### config.mk
export PLATFORM = sky130hd
export DESIGN_NAME = updown_counter
export DESIGN_NICKNAME = d
export VERILOG_FILES = /design/src/rtl/updown_counter.sv
export SDC_FILE = /design/constraint.sdc
export NUM_CORES = 1
export LEC_CHECK = 0
export BUFFER_PORTS_ARGS = -buffer_cell sky130_fd_sc_hd__buf_2
export CAP_MARGIN = 25
export CORE_AREA = 2 2 39 41
export DETAILED_ROUTE_END_ITERATION = 7
export DIE_AREA = 0 0 41 43
export HOLD_SLACK_MARGIN = 0.12
export PLACE_DENSITY = 0.6
export SLEW_MARGIN = 20
export SYNTH_ARGS = -nofsm -noshare
export SYNTH_HDL_FRONTEND = slang
export SYNTH_SLANG_ARGS = --single-unit
### constraint.sdc
create_clock -name clk -period 2.2 [get_ports clk]
set_clock_uncertainty 0.2 [all_clocks]
set_input_delay 0.33 -clock clk [delete_from_list [all_inputs] [get_ports clk]]
set_output_delay 0.33 -clock clk [all_outputs]
set_load 0.03 [all_outputs]
### src/rtl/updown_counter.sv
// Parameterised up/down counter with wrap or saturate at 0 and MAX_COUNT.
// Outputs a one-cycle boundary pulse, a sticky overflow flag and limit decodes.
module updown_counter #(
    parameter int unsigned      WIDTH     = 4,
    parameter logic [WIDTH-1:0] MAX_COUNT = '1,
    parameter bit               SATURATE  = 1'b0
) (
    input  logic             clk,
    input  logic             reset_n,
    input  logic             clear,
    input  logic             load,
    input  logic [WIDTH-1:0] load_value,
    input  logic             enable,
    input  logic             up_down,
    output logic [WIDTH-1:0] count,
    output logic             wrap,
    output logic             overflow,
    output logic             at_max,
    output logic             at_zero
);

    logic [WIDTH-1:0] count_nxt;
    logic             wrap_nxt;
    logic             overflow_nxt;
    logic             hit_max;
    logic             hit_zero;

    // >= guards against a count ever sitting above a non-power-of-two limit.
    assign hit_max  = (count >= MAX_COUNT);
    assign hit_zero = (count == '0);

    always_comb begin
        // NOTE: every output gets a default first so no path can infer a latch.
        count_nxt    = count;
        wrap_nxt     = 1'b0;
        overflow_nxt = overflow;

        if (clear) begin
            count_nxt    = '0;
            overflow_nxt = 1'b0;
        end else if (load) begin
            count_nxt = (load_value > MAX_COUNT) ? MAX_COUNT : load_value;
        end else if (enable) begin
            if (up_down) begin
                if (hit_max) begin
                    count_nxt    = SATURATE ? count : '0;
                    wrap_nxt     = 1'b1;
                    overflow_nxt = 1'b1;
                end else begin
                    count_nxt = count + WIDTH'(1);
                end
            end else begin
                if (hit_zero) begin
                    count_nxt    = SATURATE ? count : MAX_COUNT;
                    wrap_nxt     = 1'b1;
                    overflow_nxt = 1'b1;
                end else begin
                    count_nxt = count - WIDTH'(1);
                end
            end
        end
    end

    // NOTE: sequential state uses non-blocking assignments so every register
    // samples the pre-edge values, independent of statement order.
    always_ff @(posedge clk or negedge reset_n) begin
        if (!reset_n) begin
            count    <= '0;
            wrap     <= 1'b0;
            overflow <= 1'b0;
        end else begin
            count    <= count_nxt;
            wrap     <= wrap_nxt;
            overflow <= overflow_nxt;
        end
    end

    assign at_max  = (count == MAX_COUNT);
    assign at_zero = (count == '0);

endmodule

# After elaboration in Yosys (flattened, before gate mapping)
# Index checks and enable logic that the tools add are counted.
[word_totals]
inputBits = 10
out_inout_bits = 8
elab_cells = 34
ff_bits = 6
[op_classes]
order_cmp = 2
n_addsub = 2
eq_ne = 3
reduce_logical = 5
muxes = 19
[ops]
columns = ["cell", "count"]
rows = [
  ["4-bit 2-to-1 mux", 7],
  ["1-bit 2-to-1 mux", 12],
  ["3-bit nonzero test", 2],
  ["4-bit by 1-bit adder with 4-bit output (second input constant)", 1],
  ["4-bit == test (second input constant)", 1],
  ["4-bit >= comparator (second input constant)", 1],
  ["4-bit > comparator (second input constant)", 1],
  ["4-bit zero test", 1],
  ["4-bit AND reduction", 1],
  ["4-bit by 1-bit subtractor with 4-bit output (second input constant)", 1],
  ["3-bit by 2-bit != test with 1-bit output (second input constant)", 1],
  ["2-bit != test (second input constant)", 1],
  ["2-bit nonzero test", 1],
]

# Depth between registers and ports, before layout
[depth]
ltp_word = 6
depth_mapped = 6
depth_no_buf = 6

# Least setup slack after synthesis
# OpenSTA, ideal clock, no wires.
[synth_path]
path_type = "flip-flop to output port"
startpoint = "register count[0]"
endpoint = "output port at_zero"
path_stages_with_launch = 4
slack_ns = 0.078
t_required_ns = 1.670
n_path_buf = 0
arrival_time_ns = 1.592
path_cell_list = "dfrtp_1 -> inv_1 -> ha_1 -> nor3b_1"
[synth_via]
elab_chain_len = 1
[synth_rtl]
columns = ["item", "line", "text"]
rows = [
  ["start: declaration", "15", "output logic [WIDTH-1:0] count,"],
  ["start signal: assignment", "72", "count <= count_nxt;"],
  ["4-bit zero test", "79", "assign at_zero = (count == '0);"],
  ["end: declaration", "19", "output logic at_zero"],
]
# No other way between the ends.

# Worst setup path after layout
# Same ends and word-level chain as after synthesis.

==> impl_metrics.tcl <==
set metrics [dict create \
    status "complete, no violations" \
    drc 0 \
    drive_above_1_share_pct 34.3 \
    drt_iter0_markers 7 \
    final_common_cell "buf_2" \
    yosys.area.top_type "dfrtp_1" \
    n_antenna_cell 0 \
    yosys.area_share.simple_pct 25.9 \
    syn_nets 62 \
    grt_pass1_wl_um 1670 \
    grt_overflow 0 \
    critPathLaunchType "flop" \
    syn_area_per_cell_um2 8.81 \
    dp.cells 81 \
    final_nets 84 \
    synth_top_family_by_area "simple AND/OR/NAND/NOR gates" \
    mostFrequentLayoutCells "17 x buf_2, 6 x dfrtp_1, 5 x inv_1" \
    reg2reg_from "count[0]" \
    worstReg2RegEnd "count[0]" \
    power_density_mw_per_mm2 611 \
    grt_pass1_vias 391 \
    postCtsHoldBufs 2 \
    stdcell_count 86 \
    vdd_drop_max_v 0.000172 \
    crit_end "at_zero" \
    antenna_found_initial 0 \
    drt_pass1_iterations 2 \
    muxShareOfSynthArea_pct 4.83 \
    cp-startpoint "count[0]" \
    slew_viol_final 0 \
    slew_headroom_pct 81.3 \
    area_delta_synth_final_pct 30.1 \
    grt_use_total_pct 14.6 \
    ys_ff_latch 6 \
    finalCriticalPeriod_ns 1.98 \
    synth_sequential_area_ratio_pct 34.1 \
    r2r_slack_ns 0.39 \
    dp_hpwl_um 784 \
    die_w_um 41 \
    synth_top_area_share_pct 34.1 \
    clock-sinks 6 \
    port-buffer-count 17 \
    fin_util_pct 41.4 \
    max_freq_ghz 0.505 \
    via_per_inst 4.94 \
    coreArea_mm2 0.00138 \
    clk_latency_ns 0.25 \
    cts_buffer_depth 2 \
    fin_tns_setup_ns 0 \
    end_kind "output pin" \
    ctsRootBufferMaster "clkbuf_4" \
    die_area_mm2 0.00176 \
    finalSetupViolCount 0 \
    yosysWarnings 0 \
    post_cts_resized 0 \
    yosysUniqueCellTypes 25 \
    routedWlPerCell_um 11.7 \
    fin_crit_sh_pct 90.0 \
    path_max_fanout 7 \
    whs_path_depth 2 \
    syn-cell-area_um2 440 \
    grt_start_max_net_pins 10 \
    synth_fa_ha_area_share_pct 5.68 \
    antenna_left 0 \
    max_cap_violations 0 \
    cts_buffers 3 \
    worstPathArrival_ns 1.45 \
    rows 14 \
    power_mw 0.350 \
    tritoncts "yes" \
    worstPathRequired_ns 1.67 \
    hold_viol_final 0 \
    rsz0062_at_grt "no" \
    ff2ff_path_depth 5 \
    htreeDepth 1 \
    die_height_um 43 \
    synth-xor-area-share_pct 3.98 \
    min_path_type "in2reg" \
    synth_cells 50 \
    tightest_slew_ns 0.278 \
    start_util_pct 31.8 \
    num_vias 425 \
    post-cts-setup-buffers 0 \
    crit_type "reg2out" \
    ioPinCount 18 \
    drt-total-wl_um 1010 \
    gp_congestion 0.688 \
    synth_compound_area_share_pct 17.9 \
    p_leak_nw 0.302 \
    synthTopCellsByArea "dfrtp_1 34%, ha_1 5.7%, a21oi_1 4.5%" \
    path_clk_slew_ns 0.05 \
]
-- flip-flops by register name, summed over array words and instances (netlist names) --
signal,cells
overflow,1
wrap,1
count,4
-- metrics by stage --
stage | setup slack (ns) | instance area [um^2] | hold slack, ns
final | 0.221 | 573 | 0.195
after global routing | 0.0948 | 573 | 0.194
after CTS | 0.198 | 573 | 0.181
after detailed placement | 0.392 | 531 | -0.0337
after global placement | 0.438 | 531 | -0.0380
after floorplan | 0.0785 | 440 | -0.166
-- how the worst min path moves through the flow --
stage / start / end / slack, ns
floorplan: reset_n / count[0] / -0.17
global placement: reset_n / count[2] / -0.04
detailed placement: reset_n / count[2] / -0.03
CTS: enable / wrap / 0.18
global route: enable / wrap / 0.19
finish: enable / wrap / 0.19
-- per-layer routing --
layer | vias to the layer above | wire length, um | track usage [%] | share of wire (%)
met5 | - | 0 | 0 | 0
met4 | 0 | 0 | 10.0 | 0
met3 | 0 | 53 | 3.14 | 5.3
met2 | 10 | 495 | 20.9 | 49
met1 | 197 | 459 | 18.5 | 46
li1 | 218 | - | - | -
-- critical path, cell delays in order (launching register included) --
cell	delay (ns)
dfrtp_1	0.43
inv_1	0.12
ha_1	0.19
nor3b_1	0.22
buf_2	0.23
-- cell families (layout without fill, tap and decap cells) --
kind of cell / Yosys count / count (layout)
muxes: 2 / 2
buffers and inverters: 7 / 27
AOI/OAI and AO/OA: 11 / 11
DFF: 6 / 6
and+or+nand+nor: 20 / 20
xor gates and xnor gates: 2 / 2
adders and majority gates: 2 / 2
-- Yosys cell counts --
library cell / instances
a211o_1: 1
a21oi_1: 4
a22oi_1: 1
a2bb2oi_2: 1
a311o_1: 1
and3_1: 1
and3_2: 1
buf_6: 1
clkbuf_1: 1
dfrtp_1: 6
ha_1: 2
inv_1: 5
mux2_2: 1
mux2i_1: 1
nand2_1: 4
nand4_1: 2
nor2_1: 4
nor2b_1: 3
nor3_1: 2
nor3b_1: 1
o21a_1: 1
o21ai_0: 2
or4_1: 1
or4b_4: 1
xnor2_1: 2
-- final cells by class --
cell class | instances | area, um^2
Timing Repair Buffer | 19 | 105
Fill cell | 149 | 811
Multi-Input combinational cell | 37 | 256
Clock buffer | 3 | 22.5
Inverter | 5 | 18.8
Tap cell | 16 | 20.0
Sequential cell | 6 | 150
-- where the power goes --
group | leakage [nW] | switching [mW] | internal, mW
logic | 0.209 | 0.0621 | 0.0461
clock network | 0.0138 | 0.0480 | 0.0623
registers | 0.0786 | 0.0131 | 0.119
Power figures use the tool's default switching activity.
